--- src/rtl/mc_ctrl_pkg.sv ---
// Shared encodings for the multi-cycle MIPS controller: opcodes, functs, FSM states,
// latched operation classes and the datapath control codes it drives.
package mc_ctrl_pkg;

  localparam logic [5:0] OP_RTYPE = 6'h00;
  localparam logic [5:0] OP_J     = 6'h02;
  localparam logic [5:0] OP_JAL   = 6'h03;
  localparam logic [5:0] OP_BEQ   = 6'h04;
  localparam logic [5:0] OP_ORI   = 6'h0D;
  localparam logic [5:0] OP_LUI   = 6'h0F;
  localparam logic [5:0] OP_LW    = 6'h23;
  localparam logic [5:0] OP_SW    = 6'h2B;

  localparam logic [5:0] FN_SLL   = 6'h00;
  localparam logic [5:0] FN_JR    = 6'h08;
  localparam logic [5:0] FN_ADDU  = 6'h21;
  localparam logic [5:0] FN_SUBU  = 6'h23;

  localparam logic [2:0] ALU_ADD  = 3'd0;
  localparam logic [2:0] ALU_SUB  = 3'd1;
  localparam logic [2:0] ALU_OR   = 3'd2;
  localparam logic [2:0] ALU_LUI  = 3'd3;

  localparam logic [2:0] NPC_SEQ    = 3'd0;
  localparam logic [2:0] NPC_BRANCH = 3'd1;
  localparam logic [2:0] NPC_JUMP   = 3'd2;
  localparam logic [2:0] NPC_JR     = 3'd3;

  // Register-file destination / write-data selects share one code space.
  localparam logic [1:0] REG_RT_ALU = 2'd0;
  localparam logic [1:0] REG_RD_MEM = 2'd1;
  localparam logic [1:0] REG_RA_PC4 = 2'd2;

  typedef enum logic [2:0] {
    S_FETCH,
    S_DECODE,
    S_EXEC,
    S_MEM,
    S_WB
  } state_e;

  typedef enum logic [3:0] {
    C_NOP,
    C_ADDU,
    C_SUBU,
    C_JR,
    C_ORI,
    C_LUI,
    C_LW,
    C_SW,
    C_BEQ,
    C_J,
    C_JAL
  } op_class_e;

  function automatic logic [1:0] wb_dst(input op_class_e c);
    case (c)
      C_ADDU, C_SUBU: wb_dst = REG_RD_MEM;
      C_JAL:          wb_dst = REG_RA_PC4;
      default:        wb_dst = REG_RT_ALU;
    endcase
  endfunction

  function automatic logic [1:0] wb_src(input op_class_e c);
    case (c)
      C_LW:    wb_src = REG_RD_MEM;
      C_JAL:   wb_src = REG_RA_PC4;
      default: wb_src = REG_RT_ALU;
    endcase
  endfunction

endpackage

--- src/rtl/mc_op_decode.sv ---
// Combinational instruction classifier: maps the IR word to an operation class and
// flags anything outside the supported subset, which then executes as a nop.
module mc_op_decode
  import mc_ctrl_pkg::*;
(
  input  logic [31:0] i_instr,
  output op_class_e   o_class,
  output logic        o_illegal
);

  logic [5:0] w_op;
  logic [5:0] w_funct;

  assign w_op    = i_instr[31:26];
  assign w_funct = i_instr[5:0];

  // NOTE: both outputs are assigned before the case so no path through it can infer a latch.
  always_comb begin
    o_class   = C_NOP;
    o_illegal = 1'b0;
    case (w_op)
      OP_RTYPE: begin
        case (w_funct)
          FN_ADDU: o_class = C_ADDU;
          FN_SUBU: o_class = C_SUBU;
          FN_JR:   o_class = C_JR;
          // Only the canonical all-zero word is a supported sll.
          FN_SLL:  o_illegal = (i_instr != 32'h0);
          default: o_illegal = 1'b1;
        endcase
      end
      OP_J:    o_class = C_J;
      OP_JAL:  o_class = C_JAL;
      OP_BEQ:  o_class = C_BEQ;
      OP_ORI:  o_class = C_ORI;
      OP_LUI:  o_class = C_LUI;
      OP_LW:   o_class = C_LW;
      OP_SW:   o_class = C_SW;
      default: o_illegal = 1'b1;
    endcase
  end

endmodule

--- src/rtl/mc_controller.sv ---
// Multi-cycle MIPS control FSM (FETCH/DECODE/EXEC/MEM/WB) with req/ready memory handshakes.
// Optional performance counters are built when MC_PERF_CNT_EN is defined.
module mc_controller
  import mc_ctrl_pkg::*;
#(
  parameter int ALUOP_W = 3,
  parameter int NPCOP_W = 3,
  parameter int CNT_W   = 32
) (
  input  logic               clk,
  input  logic               reset,
  input  logic [31:0]        instr,
  output logic               imReq,
  input  logic               imReady,
  output logic               dmReq,
  input  logic               dmReady,
  output logic               irWE,
  output logic               pcWE,
  output logic               pcCondWE,
  output logic [NPCOP_W-1:0] nextPCop,
  output logic [ALUOP_W-1:0] aluOp,
  output logic               aluSrc,
  output logic               usExt,
  output logic [1:0]         regDesCtrl,
  output logic [1:0]         regDataCtrl,
  output logic               regWE,
  output logic               dmWE,
  output logic               dmRE,
  output logic               illegal,
  output logic [CNT_W-1:0]   cycleCnt,
  output logic [CNT_W-1:0]   instrCnt
);

  state_e    r_state;
  state_e    w_next;
  op_class_e r_class;
  op_class_e w_dec_class;
  logic      w_dec_illegal;
  // Low for the first cycle after a reset edge so every output reads 0 then.
  logic      r_run;

  mc_op_decode u_decode (
    .i_instr   (instr),
    .o_class   (w_dec_class),
    .o_illegal (w_dec_illegal)
  );

  // NOTE: non-blocking assignments so every register samples pre-edge values together.
  always_ff @(posedge clk) begin
    if (!reset) begin
      r_state <= S_FETCH;
      r_class <= C_NOP;
      r_run   <= 1'b0;
    end else begin
      r_run   <= 1'b1;
      r_state <= w_next;
      if (r_state == S_DECODE) r_class <= w_dec_class;
    end
  end

  always_comb begin
    w_next      = r_state;
    imReq       = 1'b0;
    dmReq       = 1'b0;
    irWE        = 1'b0;
    pcWE        = 1'b0;
    pcCondWE    = 1'b0;
    nextPCop    = NPCOP_W'(NPC_SEQ);
    aluOp       = ALUOP_W'(ALU_ADD);
    aluSrc      = 1'b0;
    usExt       = 1'b0;
    regDesCtrl  = REG_RT_ALU;
    regDataCtrl = REG_RT_ALU;
    regWE       = 1'b0;
    dmWE        = 1'b0;
    dmRE        = 1'b0;
    illegal     = 1'b0;
    if (r_run) begin
      case (r_state)
        S_FETCH: begin
          imReq = 1'b1;
          // The only ready-dependent outputs: IR and PC+4 load in the accept cycle.
          if (imReady) begin
            irWE     = 1'b1;
            pcWE     = 1'b1;
            nextPCop = NPCOP_W'(NPC_SEQ);
            w_next   = S_DECODE;
          end
        end
        S_DECODE: begin
          illegal = w_dec_illegal;
          case (w_dec_class)
            C_J: begin
              pcWE     = 1'b1;
              nextPCop = NPCOP_W'(NPC_JUMP);
              w_next   = S_FETCH;
            end
            C_JR: begin
              pcWE     = 1'b1;
              nextPCop = NPCOP_W'(NPC_JR);
              w_next   = S_FETCH;
            end
            C_NOP:   w_next = S_FETCH;
            C_JAL:   w_next = S_WB;
            default: w_next = S_EXEC;
          endcase
        end
        S_EXEC: begin
          w_next = S_WB;
          case (r_class)
            C_ADDU: aluOp = ALUOP_W'(ALU_ADD);
            C_SUBU: aluOp = ALUOP_W'(ALU_SUB);
            C_ORI: begin
              aluOp  = ALUOP_W'(ALU_OR);
              aluSrc = 1'b1;
              usExt  = 1'b1;
            end
            C_LUI: begin
              aluOp  = ALUOP_W'(ALU_LUI);
              aluSrc = 1'b1;
            end
            C_LW, C_SW: begin
              aluOp  = ALUOP_W'(ALU_ADD);
              aluSrc = 1'b1;
              w_next = S_MEM;
            end
            C_BEQ: begin
              aluOp    = ALUOP_W'(ALU_SUB);
              pcCondWE = 1'b1;
              nextPCop = NPCOP_W'(NPC_BRANCH);
              w_next   = S_FETCH;
            end
            default: w_next = S_FETCH;
          endcase
        end
        S_MEM: begin
          dmReq = 1'b1;
          dmRE  = (r_class == C_LW);
          dmWE  = (r_class == C_SW);
          if (dmReady) w_next = (r_class == C_LW) ? S_WB : S_FETCH;
        end
        S_WB: begin
          regWE       = 1'b1;
          regDesCtrl  = wb_dst(r_class);
          regDataCtrl = wb_src(r_class);
          if (r_class == C_JAL) begin
            pcWE     = 1'b1;
            nextPCop = NPCOP_W'(NPC_JUMP);
          end
          w_next = S_FETCH;
        end
        default: w_next = S_FETCH;
      endcase
    end
  end

`ifdef MC_PERF_CNT_EN
  logic [CNT_W-1:0] r_cycle_cnt;
  logic [CNT_W-1:0] r_instr_cnt;
  logic             w_retire;

  // An instruction retires on any return to FETCH from another state.
  assign w_retire = (r_state != S_FETCH) && (w_next == S_FETCH);

  always_ff @(posedge clk) begin
    if (!reset) begin
      r_cycle_cnt <= '0;
      r_instr_cnt <= '0;
    end else begin
      r_cycle_cnt <= r_cycle_cnt + CNT_W'(1);
      if (w_retire) r_instr_cnt <= r_instr_cnt + CNT_W'(1);
    end
  end

  assign cycleCnt = r_cycle_cnt;
  assign instrCnt = r_instr_cnt;
`else
  assign cycleCnt = '0;
  assign instrCnt = '0;
`endif

endmodule

--- config.mk ---
export PLATFORM = sky130hd
export DESIGN_NAME = mc_controller
export DESIGN_NICKNAME = d
export VERILOG_FILES = /design/src/rtl/mc_ctrl_pkg.sv /design/src/rtl/mc_op_decode.sv /design/src/rtl/mc_controller.sv
export SDC_FILE = /design/constraint.sdc
export NUM_CORES = 1
export LEC_CHECK = 0
export BUFFER_PORTS_ARGS = -buffer_cell sky130_fd_sc_hd__buf_2
export CAP_MARGIN = 40
export CORE_MARGIN = 2
export CORE_UTILIZATION = 43
export CTS_BUF_LIST = sky130_fd_sc_hd__clkbuf_8
export DETAILED_ROUTE_END_ITERATION = 7
export GPL_ROUTABILITY_DRIVEN = 1
export GPL_TIMING_DRIVEN = 0
export PLACE_DENSITY = 0.95
export REMOVE_ABC_BUFFERS = 1
export SYNTH_ARGS = -nofsm -noshare
export SYNTH_HDL_FRONTEND = slang
export SYNTH_HIERARCHICAL = 1
export SYNTH_SLANG_ARGS = --single-unit
--- constraint.sdc ---
create_clock -name clk -period 8.37 [get_ports clk]
set_clock_uncertainty 0.1 [all_clocks]
set_input_delay 1.2555 -clock clk [delete_from_list [all_inputs] [get_ports clk]]
set_output_delay 1.2555 -clock clk [all_outputs]
set_load 0.05 [all_outputs]
# == After elaboration in Yosys (flattened, before gate mapping) ==
# Index checks and enable logic that the tools add are counted.
# classes
eq_ne,27
n_mux,53
reduce_logical,15
# ops
operator,count
one-hot mux 4 bit (8 select lines),1
nonzero test 32 bit,1
2-to-1 mux 1 bit,29
equality test 6 bit (second input constant),4
equality test 6 x 4 -> 1 bit (second input constant),3
one-hot mux 2 bit (3 select lines),3
equality test 4 x 3 -> 1 bit (second input constant),4
equality test 4 bit (second input constant),4
2-to-1 mux 2 bit,8
equality test 6 x 2 -> 1 bit (second input constant),2
logical NOT 6 bit,2
one-hot mux 2 bit (2 select lines),3
one-hot mux 3 bit (2 select lines),2
one-hot mux 3 bit (4 select lines),1
2-to-1 mux 3 bit,3
equality test 4 x 2 -> 1 bit (second input constant),2
OR reduction 2 bit,4
OR reduction 4 bit,2
OR reduction 7 bit,1
equality test 3 x 2 -> 1 bit (second input constant),2
equality test 6 x 3 -> 1 bit (second input constant),1
OR reduction 3 bit,2
equality test 4 x 1 -> 1 bit (second input constant),1
logical NOT 4 bit,1
7 further kinds,9
# word_totals
ff_bits,8
out_inout_bits,85
word_cells,98

# == Logic depth before layout (Yosys ltp) ==
# logic_depth
ltp_word,8
ltp_mapped,8

# == By module ==
# The synthesis kept the hierarchy.
# by_module_without_submodules
module,instances,cells_each,area_each_um2,seq_area_each_um2
mc_controller,1,164,1196.1,160.2
mc_op_decode,1,37,244.0,0.0

# == Worst setup path after synthesis ==
# Ideal clock, no wire load.
# synth_timing
path_type,input-to-output
from,input port instr[29]
to,output port nextPCop[1]
arrival_ns,3.616
required_ns,7.015
setup_slack_ns,3.398
path_stages,6
n_path_buf,0
cell_sequence,or3_1 -> or4_4 -> o21ai_0 -> xnor2_1 -> o32a_1 -> nor2_1
# synth_via
elab_chain_len,6
elab_cells_between_ends,14
classes_between,9 x eq/ne; 4 x mux; 1 x reduce/logical
# synth_lines
item,line_no,text
"start, declared",mc_controller.sv:12,"input logic [31:0] instr,"
equality test 6 bit (tied with other cells),mc_op_decode.sv:21,case (w_op)
one-hot mux 4 bit (8 select lines) (*),mc_op_decode.sv:21,
net w_dec_class[1],mc_controller.sv:37,op_class_e w_dec_class;
equality test 4 x 2 -> 1 bit / equality test 4 bit (equally long branches),mc_controller.sv:92,case (w_dec_class)
one-hot mux 2 bit (2 select lines) (*),mc_controller.sv:92,
one-hot mux 2 bit (3 select lines) (*),mc_controller.sv:79,case (r_state)
2-to-1 mux 2 bit (*),mc_controller.sv:78,if (r_run) begin
"end, declared",mc_controller.sv:20,"output logic [NPCOP_W-1:0] nextPCop,"
# Mark *: on every way through the listed nets, which the timed path passes. The rest lies on a longest branch.

# == Final worst setup path ==
# Same ends and word-level chain as after synthesis.

==> summary.md <==
| Metric | Value |
|---|---|
| Status | completed |
| CTS root buf | clkbuf_8 |
| Setup violators final | 0 |
| Initial Utilization | 0.4385 |
| Yosys cell types | 48 |
| Number of fill cells | roughly 350 |
| Seq pwr share | 0.230 |
| Crit path launch type | input port |
| Grt total ovfl | 0 |
| Inserted Clock Buffers | 3 |
| Yosys warns | 6 |
| Iteration-0 DRC Markers | 42 |
| Compound-gate portion of the synthesized area | 0.1590 |
| Clock Path Buffers | 2 |
| FF+latch count, synth | 8 |
| Worst-Margin Slew | 0.6252 ns |
| GRT Total Usage | 0.1469 |
| Row cnt | 21 |
| Prevailing post-synth register cell | dfxtp_1 |
| Sum Neg Setup Slack | 0 ns |
| P&R area growth vs syn | 5.387% |
| Maximum clock rate | 199.2 MHz |
| Cells after synthesis | 201 |
| Period utilization | 0.5998 |
| Final core utilization | 0.4621 |
| Largest family of logic cells by synthesized area | buffers and inverters |
| Vias per Instance | 4.689 |
| Switching power | 0.09661 mW |
| Post-cts resize count | 0 |
| Diode count | 0 |
| Simple-gate share of the synthesized area | 0.2989 |
| P per Cell Area | 118.8 mW/mm^2 |
| Max-cap violations | 0 |
| Mean Syn Cell Area | 7.165 um^2 |
| Core Box Area | approximately 0.0033 mm^2 |
| Sequential fraction of the synthesis area | 0.1112 |
| Share of synthesized registers carrying an async set or reset | 0 |
| Placed cell count | just under 300 |
| Mux contribution to synthesized area | 0 |
| Die W | 61.87 um |
| Post-DRT Antenna Nets | 0 |
| Post-layout min period | about 5 ns |
| Internal power | 0.08368 mW |
| Nets | approximately 290 |
| Rel. slew slack | 0.5788 |
| Detail Placement HPWL | about 2500 um |
| Fraction of final layout cells sized beyond drive strength 1 | 0.2560 |
| Most common cell on crit path | buf_2 |
| WP data required | 7.01 ns |
| Drt drc | 0 |
| Comb pwr share | 0.526 |
| Vias | 1388 |
| Worst-path maximum fanout | 5 |
| GP Congestion | 0.9144 |
| Arr. time, crit path | 3.67 ns |
| Clock share of power | 0.244 |
| Hold WC Path Type | reg2reg |
| RSZ-0062 raised after global routing | false |
| Hold_buf cts | 0 |
| Slowest stage cell, crit path | o21ai_0 |
| Fin. Hold Viols | 0 |
| Setup Fix Bufs, Post-CTS | 0 |
| Worst-path cell chain | buf_2 -> or3_1 -> or4_4 -> o21ai_0 -> xnor2_1 -> o32a_1 -> nor2_1 -> buf_2 |
| Peak supply drop | 0.06573 mV |
| Crit path capture type | output port |
| CTS tree | done |
| Slew Viols, Final | 0 |
| Leak | ~0.76 nW |
| Design Power | 0.1803 mW |
| Adder-Cell Fraction of Synth Area | 0 |
| CP max stage delay | 0.54 ns |
| Sw frac | 0.5359 |
| H-tree levels | 1 |
| Synth Area in XOR/XNOR | 0.04083 |
| Chip Height | 61.87 um |
| Clock Sinks | 8 |
| Largest net degree at the start of global routing | 15 |
| Vias in the first global route | 1080 |
| Synth Cell Area | between 0.001 and 0.0015 mm^2 |
| Port Buffers | 54 |
| Setup WS pre-CTS | 3.384 ns |
| Fin cells | 296 |
| Crit Path Class | in2out |
| WL final | 2908 um |
| Global-route wire length before repair | 4402 um |
| Antenna violations before repair | 0 |
| Clock edge transition at the registers on the reported setup and hold paths | 0.04 ns |
| Die area | ~0.0038 mm^2 |
| Io pins | 121 |
| DRT Pass-1 Iters | 4 |
| Post-synth EDFFs | 0 |
| Routed wire per std cell | 9.824 um |
| Final worst setup slack | 3.349 ns |
| Worst-Skew Late Latency | 0.22 ns |
[critical path: cells and delay by family]
family                 cells  cell delay, ns
AND/OR/NAND/NOR            3            0.97
XOR/XNOR                   1            0.16
AO/OA/AOI/OAI              2            0.89
buffers and inverters      2            0.38
[routing by layer]
layer / global-route usage / part of all wire
met5: 0 / 0
met4: 0.03647 / 0
met3: 0.03106 / 0.10
met2: 0.2586 / 0.51
met1: 0.1823 / 0.39
[synthesized netlist by cell type, drive strengths merged (2+ instances only)]
cell / instances / share of area
nor2b: 3 / 0.013
dfxtp: 8 / 0.11
or2b: 2 / 0.010
xnor2: 2 / 0.012
a21oi: 10 / 0.037
a21boi: 2 / 0.013
nor4: 8 / 0.035
inv: 6 / 0.016
nand3: 6 / 0.021
nand2b: 3 / 0.013
clkbuf: 3 / 0.0078
or3: 4 / 0.017
nand2: 12 / 0.033
o21ai: 10 / 0.035
and4: 2 / 0.012
nor2: 11 / 0.029
buf: 70 / 0.36
nor4b: 2 / 0.012
nor3b: 3 / 0.023
and3: 3 / 0.013
xor2: 2 / 0.012
a31oi: 3 / 0.013
nor3: 7 / 0.024
[per-stage QoR]
stage                     instance area [um^2]  hold slack, ns
after global placement                    1476          0.4164
after detailed placement                  1476          0.4533
after global routing                      1518          0.4969
final                                     1518          0.4638
after floorplan                           1149          0.3986
after CTS                                 1518          0.4603
[flip-flops by register name, summed over array words and instances (netlist names)]
| signal | count |
|---|---|
| r_class | 4 |
| r_state | 3 |
| r_run | 1 |
[area by class of cell]
cell class              instances  area (um^2)  share of cell area
repair buffers                 54        270.3              0.1781
clock buffers                   3        41.29             0.02721
inverters                       6        22.52             0.01484
multi-input cells             179        965.9              0.6364
flip-flops and latches          8        160.2              0.1055
well taps                      46        57.56             0.03792
[power groups by stage]
| stage | logic, mW | clock network, mW | registers (mW) |
|---|---|---|---|
| final | 0.0949 | 0.0440 | 0.0415 |
| after global routing | 0.101 | 0.0470 | 0.0416 |
| after CTS | 0.0941 | 0.0451 | 0.0414 |
| after detailed placement | 0.0939 | 0 | 0.0419 |
| after global placement | 0.0933 | 0 | 0.0419 |
| after floorplan | 0.0806 | 0 | 0.0413 |
[worst paths after layout]
check | from | endpoint | slack, ns | cells past startpoint
min reg2reg | r_class[2] | r_class[2] | 0.46 | 2
max reg2reg | r_state[1] | r_state[1] | 6.66 | 4
min | r_class[2] | r_class[2] | 0.46 | 2
max | instr[29] | nextPCop[1] | 3.35 | 8
[cells by family (layout without fill, tap and decap cells)]
logic type             Yosys count  after routing
other                            1             66
XOR/XNOR                         5              5
buffers and inverters           79             63
AO/OA/AOI/OAI                   35             35
AND/OR/NAND/NOR                 73             73
flip-flops                       8              8
[cells in the final DEF (no fill, tap or decap), types with 3 or more instances in the layout]
cell type	n
conb_1	66
or3_1	4
nand2_1	11
nand3_1	6
o21ai_0	10
inv_1	6
nor4_1	8
nor2b_1	3
buf_2	54
clkbuf_8	3
dfxtp_1	8
nor2_1	11
nor3_1	7
and3_1	3
nand2b_1	3
a21oi_1	9
a31oi_1	3
Note: power is estimated with default switching activity, not from simulation.
